[src/rtl/router_pkg.sv]
// Shared constants, header layout and FSM state type for the router ingress framer.
package router_pkg;

    localparam int DATA_W  = 8;
    localparam int MAX_LEN = 63;
    localparam int LEN_W   = 6;
    localparam int ADDR_W  = 2;

    localparam int HDR_LEN_MSB  = 7;
    localparam int HDR_LEN_LSB  = 2;
    localparam int HDR_ADDR_MSB = 1;
    localparam int HDR_ADDR_LSB = 0;

    localparam logic [ADDR_W-1:0] PORT0        = 2'd0;
    localparam logic [ADDR_W-1:0] PORT1        = 2'd1;
    localparam logic [ADDR_W-1:0] PORT2        = 2'd2;
    localparam logic [ADDR_W-1:0] ADDR_INVALID = 2'd3;

    typedef enum logic [1:0] {
        IDLE,
        HEADER,
        PAYLOAD,
        PARITY
    } tx_state_e;

    function automatic logic [7:0] make_header(input logic [LEN_W-1:0]  len,
                                               input logic [ADDR_W-1:0] addr);
        logic [7:0] hdr;
        hdr = '0;
        hdr[HDR_LEN_MSB:HDR_LEN_LSB]   = len;
        hdr[HDR_ADDR_MSB:HDR_ADDR_LSB] = addr;
        return hdr;
    endfunction

endpackage

[src/rtl/router_pkt_tx_if.sv]
// Host-side and router-side signals of the packet framer, bundled with DUT/driver views.
interface router_pkt_tx_if #(
    parameter int DATA_W = router_pkg::DATA_W,
    parameter int CNT_W  = 7
) ();

    logic                          wr_en;
    logic [DATA_W-1:0]             wr_data;
    logic                          buf_full;
    logic [CNT_W-1:0]              buf_count;
    logic                          wr_ovf;
    logic                          start;
    logic [router_pkg::LEN_W-1:0]  cmd_len;
    logic [router_pkg::ADDR_W-1:0] cmd_addr;
    logic                          cmd_ready;
    logic                          cmd_err;
    logic                          busy;
    logic                          pkt_valid;
    logic [DATA_W-1:0]             pkt_data;
    logic                          tx_active;
    logic                          tx_done;

    modport slave (
        input  wr_en, wr_data, start, cmd_len, cmd_addr, busy,
        output buf_full, buf_count, wr_ovf, cmd_ready, cmd_err,
               pkt_valid, pkt_data, tx_active, tx_done
    );

    modport master (
        output wr_en, wr_data, start, cmd_len, cmd_addr, busy,
        input  buf_full, buf_count, wr_ovf, cmd_ready, cmd_err,
               pkt_valid, pkt_data, tx_active, tx_done
    );

endinterface

[src/rtl/router_tx_fifo.sv]
// Payload byte buffer: synchronous FIFO with show-ahead head and head+1 outputs.
module router_tx_fifo #(
    parameter int DATA_W = 8,
    parameter int DEPTH  = 64,
    parameter int CNT_W  = 7
) (
    input  logic              clk,
    input  logic              rst,
    input  logic              push_i,
    input  logic [DATA_W-1:0] data_i,
    input  logic              pop_i,
    output logic [DATA_W-1:0] head_o,
    output logic [DATA_W-1:0] head_next_o,
    output logic              full_o,
    output logic              empty_o,
    output logic [CNT_W-1:0]  count_o,
    output logic              ovf_o
);

    localparam int PTR_W = (DEPTH > 1) ? $clog2(DEPTH) : 1;

    logic [DATA_W-1:0] mem_q [DEPTH];
    logic [PTR_W-1:0]  wr_ptr_q, wr_ptr_d;
    logic [PTR_W-1:0]  rd_ptr_q, rd_ptr_d;
    logic [PTR_W-1:0]  rd_next;
    logic [CNT_W-1:0]  count_q, count_d;
    logic              ovf_q, ovf_d;
    logic              do_push, do_pop;

    function automatic logic [PTR_W-1:0] wrap_inc(input logic [PTR_W-1:0] p);
        return (p == PTR_W'(DEPTH - 1)) ? '0 : p + PTR_W'(1);
    endfunction

    assign full_o      = (count_q == CNT_W'(DEPTH));
    assign empty_o     = (count_q == '0);
    assign do_push     = push_i && !full_o;
    assign do_pop      = pop_i && !empty_o;
    assign rd_next     = wrap_inc(rd_ptr_q);
    assign head_o      = mem_q[rd_ptr_q];
    assign head_next_o = mem_q[rd_next];
    assign count_o     = count_q;
    assign ovf_o       = ovf_q;

    always_comb begin
        wr_ptr_d = wr_ptr_q;
        rd_ptr_d = rd_ptr_q;
        count_d  = count_q;
        ovf_d    = push_i && full_o;
        if (do_push) wr_ptr_d = wrap_inc(wr_ptr_q);
        if (do_pop)  rd_ptr_d = rd_next;
        case ({do_push, do_pop})
            2'b10:   count_d = count_q + CNT_W'(1);
            2'b01:   count_d = count_q - CNT_W'(1);
            default: count_d = count_q;
        endcase
    end

    always_ff @(posedge clk or posedge rst) begin
        if (rst) begin
            wr_ptr_q <= '0;
            rd_ptr_q <= '0;
            count_q  <= '0;
            ovf_q    <= 1'b0;
        end else begin
            wr_ptr_q <= wr_ptr_d;
            rd_ptr_q <= rd_ptr_d;
            count_q  <= count_d;
            ovf_q    <= ovf_d;
        end
    end

    // Storage carries no reset; the pointers alone define which entries are valid.
    always_ff @(posedge clk) begin
        if (do_push) mem_q[wr_ptr_q] <= data_i;
    end

endmodule

[src/rtl/router_pkt_tx.sv]
// Ingress framer feeding the 1x3 router: header, buffered payload, then XOR parity, stalling on busy.
module router_pkt_tx #(
    parameter int DATA_W = router_pkg::DATA_W,
    parameter int DEPTH  = 64,
    parameter int CNT_W  = 7
) (
    input logic            clk,
    input logic            rst,
    router_pkt_tx_if.slave bus
);

    import router_pkg::*;

    tx_state_e         state_q, state_d;
    logic [DATA_W-1:0] pkt_data_q, pkt_data_d;
    logic [DATA_W-1:0] parity_q, parity_d;
    logic [LEN_W-1:0]  rem_q, rem_d;
    logic              tx_done_q, tx_done_d;
    logic              cmd_err_q, cmd_err_d;

    logic              accept;
    logic              cmd_legal;
    logic              fifo_pop;
    logic [DATA_W-1:0] fifo_head, fifo_head_next;
    logic              fifo_full, fifo_empty;
    logic [CNT_W-1:0]  fifo_count;
    logic              fifo_ovf;
    logic [DATA_W-1:0] hdr_byte;

    router_tx_fifo #(
        .DATA_W (DATA_W),
        .DEPTH  (DEPTH),
        .CNT_W  (CNT_W)
    ) u_fifo (
        .clk         (clk),
        .rst         (rst),
        .push_i      (bus.wr_en),
        .data_i      (bus.wr_data),
        .pop_i       (fifo_pop),
        .head_o      (fifo_head),
        .head_next_o (fifo_head_next),
        .full_o      (fifo_full),
        .empty_o     (fifo_empty),
        .count_o     (fifo_count),
        .ovf_o       (fifo_ovf)
    );

    // The length check against occupancy is what keeps the payload phase from underflowing.
    assign cmd_legal = (bus.cmd_addr inside {PORT0, PORT1, PORT2})
                    && (bus.cmd_len != '0)
                    && (fifo_count >= CNT_W'(bus.cmd_len));
    assign accept    = (state_q != IDLE) && !bus.busy;
    assign hdr_byte  = DATA_W'(make_header(bus.cmd_len, bus.cmd_addr));

    always_ff @(posedge clk or posedge rst) begin
        if (rst) state_q <= IDLE;
        else     state_q <= state_d;
    end

    always_comb begin
        state_d = state_q;
        case (state_q)
            IDLE:    if (bus.start && cmd_legal)         state_d = HEADER;
            HEADER:  if (accept)                         state_d = PAYLOAD;
            PAYLOAD: if (accept && rem_q == LEN_W'(1))   state_d = PARITY;
            PARITY:  if (accept)                         state_d = IDLE;
            default:                                     state_d = IDLE;
        endcase
    end

    always_comb begin
        pkt_data_d = pkt_data_q;
        parity_d   = parity_q;
        rem_d      = rem_q;
        tx_done_d  = 1'b0;
        cmd_err_d  = 1'b0;
        fifo_pop   = 1'b0;
        case (state_q)
            IDLE: begin
                if (bus.start) begin
                    if (cmd_legal) begin
                        pkt_data_d = hdr_byte;
                        parity_d   = hdr_byte;
                        rem_d      = bus.cmd_len;
                    end else begin
                        cmd_err_d  = 1'b1;
                    end
                end
            end
            HEADER: begin
                if (accept) pkt_data_d = fifo_head;
            end
            PAYLOAD: begin
                // The popped byte is the one on the wire, so the next one comes from head+1.
                if (accept) begin
                    fifo_pop   = !fifo_empty;
                    parity_d   = parity_q ^ pkt_data_q;
                    rem_d      = rem_q - LEN_W'(1);
                    pkt_data_d = (rem_q == LEN_W'(1)) ? (parity_q ^ pkt_data_q) : fifo_head_next;
                end
            end
            PARITY: begin
                if (accept) begin
                    pkt_data_d = '0;
                    parity_d   = '0;
                    tx_done_d  = 1'b1;
                end
            end
            default: pkt_data_d = '0;
        endcase
    end

    always_ff @(posedge clk or posedge rst) begin
        if (rst) begin
            pkt_data_q <= '0;
            parity_q   <= '0;
            rem_q      <= '0;
            tx_done_q  <= 1'b0;
            cmd_err_q  <= 1'b0;
        end else begin
            pkt_data_q <= pkt_data_d;
            parity_q   <= parity_d;
            rem_q      <= rem_d;
            tx_done_q  <= tx_done_d;
            cmd_err_q  <= cmd_err_d;
        end
    end

    assign bus.pkt_valid = (state_q == HEADER) || (state_q == PAYLOAD);
    assign bus.pkt_data  = pkt_data_q;
    assign bus.tx_active = (state_q != IDLE);
    assign bus.cmd_ready = (state_q == IDLE);
    assign bus.tx_done   = tx_done_q;
    assign bus.cmd_err   = cmd_err_q;
    assign bus.buf_full  = fifo_full;
    assign bus.buf_count = fifo_count;
    assign bus.wr_ovf    = fifo_ovf;

endmodule

[src/flat_wrapper.sv]
// flat-port wrapper written by rule: the top's interface ports become plain ports
module router_pkt_tx_flat import router_pkg::*;
#(
    parameter int DATA_W = router_pkg::DATA_W,
    parameter int DEPTH  = 64,
    parameter int CNT_W  = 7
)
  (clk, rst, bus_wr_en, bus_wr_data, bus_start, bus_cmd_len, bus_cmd_addr, bus_busy, bus_buf_full, bus_buf_count, bus_wr_ovf, bus_cmd_ready, bus_cmd_err, bus_pkt_valid, bus_pkt_data, bus_tx_active, bus_tx_done);
  router_pkt_tx_if #(.DATA_W(DATA_W), .CNT_W(CNT_W)) bus_i ();
  input logic clk;
  input logic rst;
  input wire logic [$bits(bus_i.wr_en)-1:0] bus_wr_en;
  input wire logic [$bits(bus_i.wr_data)-1:0] bus_wr_data;
  input wire logic [$bits(bus_i.start)-1:0] bus_start;
  input wire logic [$bits(bus_i.cmd_len)-1:0] bus_cmd_len;
  input wire logic [$bits(bus_i.cmd_addr)-1:0] bus_cmd_addr;
  input wire logic [$bits(bus_i.busy)-1:0] bus_busy;
  output wire logic [$bits(bus_i.buf_full)-1:0] bus_buf_full;
  output wire logic [$bits(bus_i.buf_count)-1:0] bus_buf_count;
  output wire logic [$bits(bus_i.wr_ovf)-1:0] bus_wr_ovf;
  output wire logic [$bits(bus_i.cmd_ready)-1:0] bus_cmd_ready;
  output wire logic [$bits(bus_i.cmd_err)-1:0] bus_cmd_err;
  output wire logic [$bits(bus_i.pkt_valid)-1:0] bus_pkt_valid;
  output wire logic [$bits(bus_i.pkt_data)-1:0] bus_pkt_data;
  output wire logic [$bits(bus_i.tx_active)-1:0] bus_tx_active;
  output wire logic [$bits(bus_i.tx_done)-1:0] bus_tx_done;
  assign bus_i.wr_en = bus_wr_en;
  assign bus_i.wr_data = bus_wr_data;
  assign bus_i.start = bus_start;
  assign bus_i.cmd_len = bus_cmd_len;
  assign bus_i.cmd_addr = bus_cmd_addr;
  assign bus_i.busy = bus_busy;
  assign bus_buf_full = bus_i.buf_full;
  assign bus_buf_count = bus_i.buf_count;
  assign bus_wr_ovf = bus_i.wr_ovf;
  assign bus_cmd_ready = bus_i.cmd_ready;
  assign bus_cmd_err = bus_i.cmd_err;
  assign bus_pkt_valid = bus_i.pkt_valid;
  assign bus_pkt_data = bus_i.pkt_data;
  assign bus_tx_active = bus_i.tx_active;
  assign bus_tx_done = bus_i.tx_done;
  router_pkt_tx #(.DATA_W(DATA_W), .DEPTH(DEPTH), .CNT_W(CNT_W)) u_core (.clk(clk), .rst(rst), .bus(bus_i));
endmodule
[config.mk]
export PLATFORM = sky130hd
export DESIGN_NAME = router_pkt_tx_flat
export DESIGN_NICKNAME = d
export VERILOG_FILES = /design/src/rtl/router_pkg.sv /design/src/rtl/router_pkt_tx_if.sv /design/src/rtl/router_tx_fifo.sv /design/src/rtl/router_pkt_tx.sv /design/src/flat_wrapper.sv
export SDC_FILE = /design/constraint.sdc
export NUM_CORES = 1
export LEC_CHECK = 0
export BUFFER_PORTS_ARGS = -buffer_cell sky130_fd_sc_hd__buf_2
export CAP_MARGIN = 30
export CELL_PAD_IN_SITES_DETAIL_PLACEMENT = 1
export CELL_PAD_IN_SITES_GLOBAL_PLACEMENT = 2
export CORE_MARGIN = 3
export CORE_UTILIZATION = 48
export CTS_CLUSTER_DIAMETER = 200
export CTS_CLUSTER_SIZE = 10
export DETAILED_ROUTE_END_ITERATION = 10
export PLACE_DENSITY_LB_ADDON = 0.12
export SETUP_SLACK_MARGIN = 0.5
export SLEW_MARGIN = 15
export SYNTH_ARGS = -nofsm -noshare
export SYNTH_HDL_FRONTEND = slang
export SYNTH_SLANG_ARGS = --single-unit
[constraint.sdc]
create_clock -name clk -period 10.45 [get_ports clk]
set_clock_uncertainty 0.1 [all_clocks]
set_input_delay 1.045 -clock clk [delete_from_list [all_inputs] [get_ports clk]]
set_output_delay 1.045 -clock clk [all_outputs]
set_load 0.005 [all_outputs]
* Yosys cells after proc, flatten, opt, wreduce, memory -nomap -nowiden
Memory sizes are Yosys's and may differ from the RTL's.
Index checks and enable logic that the tools add are counted.
** Operators by class
- Add/subtract/negate cells :: 5
- Reduce and logical (&&, ||, !) cells :: 25
- Bitwise operators :: 1
- Muxes and demuxes :: 30
- $lt $le $gt $ge :: 1
- Equal/unequal tests :: 18
** Operator list (number)
- $mux 8 :: 7
- $pmux 8 s4 :: 1
- $mux 6 :: 5
- $pmux 8 s3 :: 1
- $pmux 7 s2 :: 1
- $add 6x1->6 const B :: 2
- $eq 6x6->1 const B :: 2
- $ne 2x1->1 const B :: 6
- $pmux 6 s2 :: 1
- $reduce_and 5->1 :: 2
- $mux 1 :: 9
- $eq 2x2->1 const B :: 4
- $logic_and 1x1->1 :: 8
- $mux 2 :: 4
- $pmux 2 s4 :: 1
- $reduce_and 4->1 :: 2
- $xor 8x8->8 :: 1
- $add 7x1->7 const B :: 1
- $eq 7x7->1 const B :: 1
- $ge 7x6->1 :: 1
- $logic_not 7->1 :: 1
- $sub 7x1->7 const B :: 1
- $eq 2x1->1 const B :: 3
- $eq 6x1->1 const B :: 1
- 8 further kinds :: 14
** Storage, ports and cells
- Memory bits (writable) :: 512
- Register bits after elaboration :: 46
- Memories kept :: 1
- Word-level logic and storage cells :: 91
** Memories
- u_core.u_fifo.mem_q :: words 64, bits a word 8, rd ports 2, clocked after memory_dff 0, wr ports 1, RTL line router_tx_fifo.sv:22 : logic [DATA_W-1:0] mem_q [DEPTH];

* Depth between registers and ports, before layout
- Depth in word-level cells :: 7
- Depth in mapped cells :: 19
- Gate-level depth less buffers :: 18

* By module
From an unflattened synthesis, not the netlist that was laid out.
** Unflattened totals
- Cells, all modules :: 1661
- Area total of the unflattened synthesis :: 27218.6 um^2
** Modules (own cells, without submodules)
- router_tx_fifo :: times used 1, area each 25154.1 um^2, cells each 1425
- router_pkt_tx :: times used 1, area each 2064.5 um^2, cells each 236

* Least setup slack after synthesis
No wires, ideal clock.
- Path kind :: input to register
- From :: input bus_cmd_len[0]
- To :: register u_core.u_fifo.count_q[6], in the netlist u_core.u_fifo.count_o[6]
- Slack :: 6.185 ns
- Arrival time :: 4.039 ns
- Library setup time :: 0.126 ns
- Cell stages on the path :: 18
- Path buffers :: 1
- Data required time :: 10.224 ns
- Cells stage by stage :: ha_1 > nand2b_1 > a21o_1 > a21o_1 > a211oi_1 > o311a_1 > buf_6 > nor4_4 > ha_1 > ha_1 > a21oi_1 > nor2_1 > nor2_1 > o21bai_1 > a21oi_1 > xor2_1 > nor2_1 > xor2_1
** RTL lines
- start: declaration :: RTL line flat_wrapper.sv:15 : input wire logic [$bits(bus_i.cmd_len)-1:0] bus_cmd_len;
- end signal: assignment :: RTL line router_tx_fifo.sv:67 : count_q <= count_d;
- end: declaration :: RTL line router_tx_fifo.sv:26 : logic [CNT_W-1:0] count_q, count_d;

* Worst setup path after layout
- From :: register u_core.u_fifo.rd_ptr_q[1]
- To :: register u_core.pkt_data_q[2], in the netlist u_core.bus.pkt_data[2]
** Between the ends
- Word-level cells in the longest chain between the ends :: 6
- Elaborated cells on any way between the ends :: 8
** RTL lines
- start: declaration :: RTL line router_tx_fifo.sv:24 : logic [PTR_W-1:0] rd_ptr_q, rd_ptr_d;
- start signal: assignment :: RTL line router_tx_fifo.sv:66 : rd_ptr_q <= rd_ptr_d;
- $add 6x1->6 / $eq 6x6->1 (equally long branches) :: RTL line router_tx_fifo.sv:31 : return (p == PTR_W'(DEPTH - 1)) ? '0 : p + PTR_W'(1);
- $mux 6 :: RTL line router_tx_fifo.sv:31
- $mem_v2 64x8 (*)
- $mux 8 :: RTL line router_pkt_tx.sv:99 : pkt_data_d = (rem_q == LEN_W'(1)) ? (parity_q ^ pkt_data_q) : fifo_head_next;
- $mux 8 :: RTL line router_pkt_tx.sv:95 : if (accept) begin
- $pmux 8 s4 (*) :: RTL line router_pkt_tx.sv:78 : case (state_q)
- end signal: assignment :: RTL line router_pkt_tx.sv:121 : pkt_data_q <= pkt_data_d;
- end: declaration :: RTL line router_pkt_tx.sv:15 : logic [DATA_W-1:0] pkt_data_q, pkt_data_d;
Every way passes the cells marked *; elsewhere a longest branch is shown, timed or not. The select of a mux whose other input is x is not followed.
A chain may end at the register's enable or synchronous reset.

==> key figures <==
Floorplanning
  • Io pins: 43
  • Rows: 87
  • Starting Density: approximately half
  • Total core area: ~0.057 mm2
  • Chip Height: around 250 um
  • Die footprint: ~0.060 mm2
  • Overall die width: 246 um

Min path
  • HP Start: u_core.parity_q[2]
  • Hold EP: u_core.parity_q[2]
  • Min-delay worst type: flop to flop
  • Hold depth: 2

Global routing
  • Overall Global Routing Usage: 32.7%
  • Global-route wire length before repair: approximately 140 mm
  • Vias in the first global route: roughly 21,000
  • Gr ovfl total: 0
  • Pin count of the biggest net entering global routing: ~170
  • Initial antenna violation count: 2

Yosys
  • Async set-reset flop share out of synthesis: under 10%
  • Distinct cells, synth: 77
  • Post-Syn Nets: ~2,300
  • Post-synth top area cell: edfxtp_1
  • Top cell type's share of synthesized area: 55.6%
  • Synthesis Warnings: 0
  • Main flop type after synthesis: edfxtp_1
  • Post-synth EDFFs: between 500 and 600
  • Post-synthesis sequential area ratio: roughly 60%
  • Cells after Synth: 2,259
  • Synth area leaders: edfxtp_1 (56%), mux4_2 (6.3%), nand2_1 (5.9%)
  • Synth Register Bits: approximately 560
  • Mapped Area: 0.0276 mm2
  • Mapped Avg Cell Area: about 12 um2

Layout
  • Layout cells sized above 1: approximately an eighth
  • Fillers: ~5,800
  • Leading cell type in the layout, fill and taps excluded: edfxtp_1
  • Final Net Count: ~2,300
  • Most frequent cells in the layout: edfxtp_1 (512), nand2_1 (432), a21oi_1 (167)
  • Area grow syn2layout: 9.80%
  • Multi-input gate area: roughly 0.010 mm2
  • Storage cell area: about 0.017 mm2

Routing
  • Vias: a little over 20,000
  • ANT nets after route: 0
  • Post-DR wirelength/cell: approximately 32 um
  • Drt pass-1 iters: 5
  • 1st-iter DRT viols: approximately 2,500
  • # DRC: 0
  • Final wirelength: 98.9 mm
  • Vias per cell: around 6.7

Power and ir drop
  • Cell Pwr Density: 318 mW/mm2
  • Leak: 10.4 nW
  • Worst vdd ir: roughly 0.23 mV

STA
  • Worst slew margin: a little under a third
  • Period utilization: around half
  • Final setup vio count: 0
  • Hold Vio Cnt, Final: 0
  • Max-slew violation count: 0
  • Setup TNS: 0 ps
  • Achievable Freq: between 150 and 200 MHz
  • Worst-Margin Slew: 1020 ps
  • Setup WS post-layout: approximately 5200 ps
  • Minimum clock period: 5200 ps
  • RSZ-0062 raised after global routing: false

CTS
  • TritonCTS clock tree: built
  • Root buf cell: clkbuf_16
  • Sink Count: around 560
  • Clk pin slew, worst setup/hold paths: 70 ps
  • Post-CTS Resized: 0
  • H-tree Lvls: 2
  • Post-CTS Hold Buffers: 0
  • Clock Path Buffers: 3
  • Setup Buffers After CTS: 0
  • Clk Latency, worst-skew pair: approximately 640 ps
  • Num CTS Buffers: between 60 and 70

Setup path
  • Crit Path Class: flop to flop
  • Crit path required time: about 11,000 ps
  • Worst Reg-to-Reg Cells: 10
  • CP arrival: approximately 5700 ps
  • Reg2reg setup slack: 5250 ps
  • Reg-to-Reg End: u_core.bus.pkt_data[2]
  • Crit end category: flop
  • R2r startpoint: u_core.u_fifo.rd_ptr_q[1]
  • Critical Path Start Type: flop
  • Worst-path fanout max: 69

Placement
  • I/O Buffers: 42
  • Pre-CTS WS: approximately 5300 ps
  • DP HPWL: approximately 62 mm
  • GPL Wtd Cong: 0.859

Run status
  • Outcome: finished, final reports clean

Flow run
  • Max_cap viols: 0
## layout make-up
class / instances / share of cell area (%)
flip-flops and latches: 558 / 54.5
multi-input cells: 1504 / 33.2
clock buffers: 101 / 5.63
well taps: 756 / 3.12
repair buffers: 124 / 3.08
inverters: 28 / 0.346
clock inverters: 2 / 0.128
diodes: 1 / 0.00825
## worst max path at each step
stage                                   start                       end  slack, ps  cells after the start
detailed placement             bus_cmd_len[0]  u_core.u_fifo.count_o[6]       5340                     18
CTS                 u_core.u_fifo.rd_ptr_q[1]    u_core.bus.pkt_data[6]       5370                     10
floorplan                      bus_cmd_len[0]  u_core.u_fifo.count_o[6]       6180                     18
finish              u_core.u_fifo.rd_ptr_q[1]    u_core.bus.pkt_data[2]       5250                     10
global route        u_core.u_fifo.rd_ptr_q[0]    u_core.bus.pkt_data[2]       5070                     10
global placement               bus_cmd_len[0]  u_core.u_fifo.count_o[6]       5390                     18
## flip-flops by register name (all words and copies together), names as in the netlist
| signal | count |
|---|---|
| u_core.state_q | 2 |
| u_core.parity_q | 8 |
| u_core.bus.cmd_err | 1 |
| u_core.u_fifo.count_o | 7 |
| u_core.bus.tx_done | 1 |
| u_core.u_fifo.rd_ptr_q | 6 |
| u_core.u_fifo.mem_q | 512 |
| u_core.rem_q | 6 |
| u_core.u_fifo.ovf_o | 1 |
| u_core.bus.pkt_data | 8 |
| u_core.u_fifo.wr_ptr_q | 6 |
## power by group
part / internal [mW] / switching, mW
Sequential: 2.60 / 0.217
Clock: 1.10 / 0.886
Combinational: 1.52 / 3.33
Total: 5.22 / 4.43
## logic make-up (layout without fill, tap and decap cells)
kind of cell | after synthesis | count (layout) | synth area share, %
XOR/XNOR | 23 | 23 | 0.729
flip-flops | 558 | 558 | 59.8
AND/OR/NAND/NOR | 783 | 783 | 12.2
buffers and inverters | 197 | 255 | 3.85
AO/OA/AOI/OAI | 462 | 462 | 11.2
other | 0 | 1 | 0
adder cells (fa/ha/maj) | 21 | 21 | 0.978
multiplexers | 215 | 215 | 11.3
## cells in the mapped netlist, types with 5 or more instances
library cell and n:
clkbuf_1 56, a41oi_1 32, and2_1 10, nor2_1 115
ha_1 20, nand3b_1 6, a21oi_1 167, nand2b_1 8
buf_2 72, xor2_1 13, buf_4 13, a21o_1 5
a31oi_1 19, nand2_1 432, a32oi_1 7, buf_6 16
mux4_2 77, nor4_1 17, edfxtp_1 512, buf_1 7
o22ai_1 20, a211oi_1 9, xnor2_1 10, o221ai_1 27
a22oi_1 61, o31ai_1 10, o21ai_1 7, nor3_1 8
a221oi_1 27, inv_1 27, nand4_1 5, dfrtp_1 46
nand3_1 159, o21ai_0 38, mux2i_1 129, mux2_2 9
## worst max-delay path, stage by stage, from the launching register on
cell,delay (ps)
dfrtp_4,870
ha_1,590
and4_4,340
a21o_4,670
buf_4,740
nand2_1,130
a22oi_1,230
a31oi_1,140
nor4_1,850
nor2_1,140
o31ai_1,260
## metrics by stage
stage / instances / utilization, % / cell area, um2 / power (mW) / hold slack (ps)
2_1_floorplan: 2259 / - / 27600 / 5.90 / 396
3_3_place_gp: 2931 / 49.8 / 28200 / 7.49 / 419
3_5_place_dp: 2964 / 50.3 / 28600 / 7.57 / 427
4_1_cts: 3067 / 53.4 / 30300 / 9.57 / 451
5_1_grt: 3073 / 53.5 / 30300 / 10.1 / 482
6_report: 3074 / 53.5 / 30300 / 9.65 / 461
## routing by layer
metal / share of wire [%] / global-route usage, % / vias up
met3: 9.0 / 6.11 / 210
met4: 3.6 / 12.0 / 4
met5: 0.028 / 0 / -
li1: - / - / 8659
met2: 46 / 51.2 / 1036
met1: 41 / 45.8 / 10619
(Power assumes the default switching activity.)
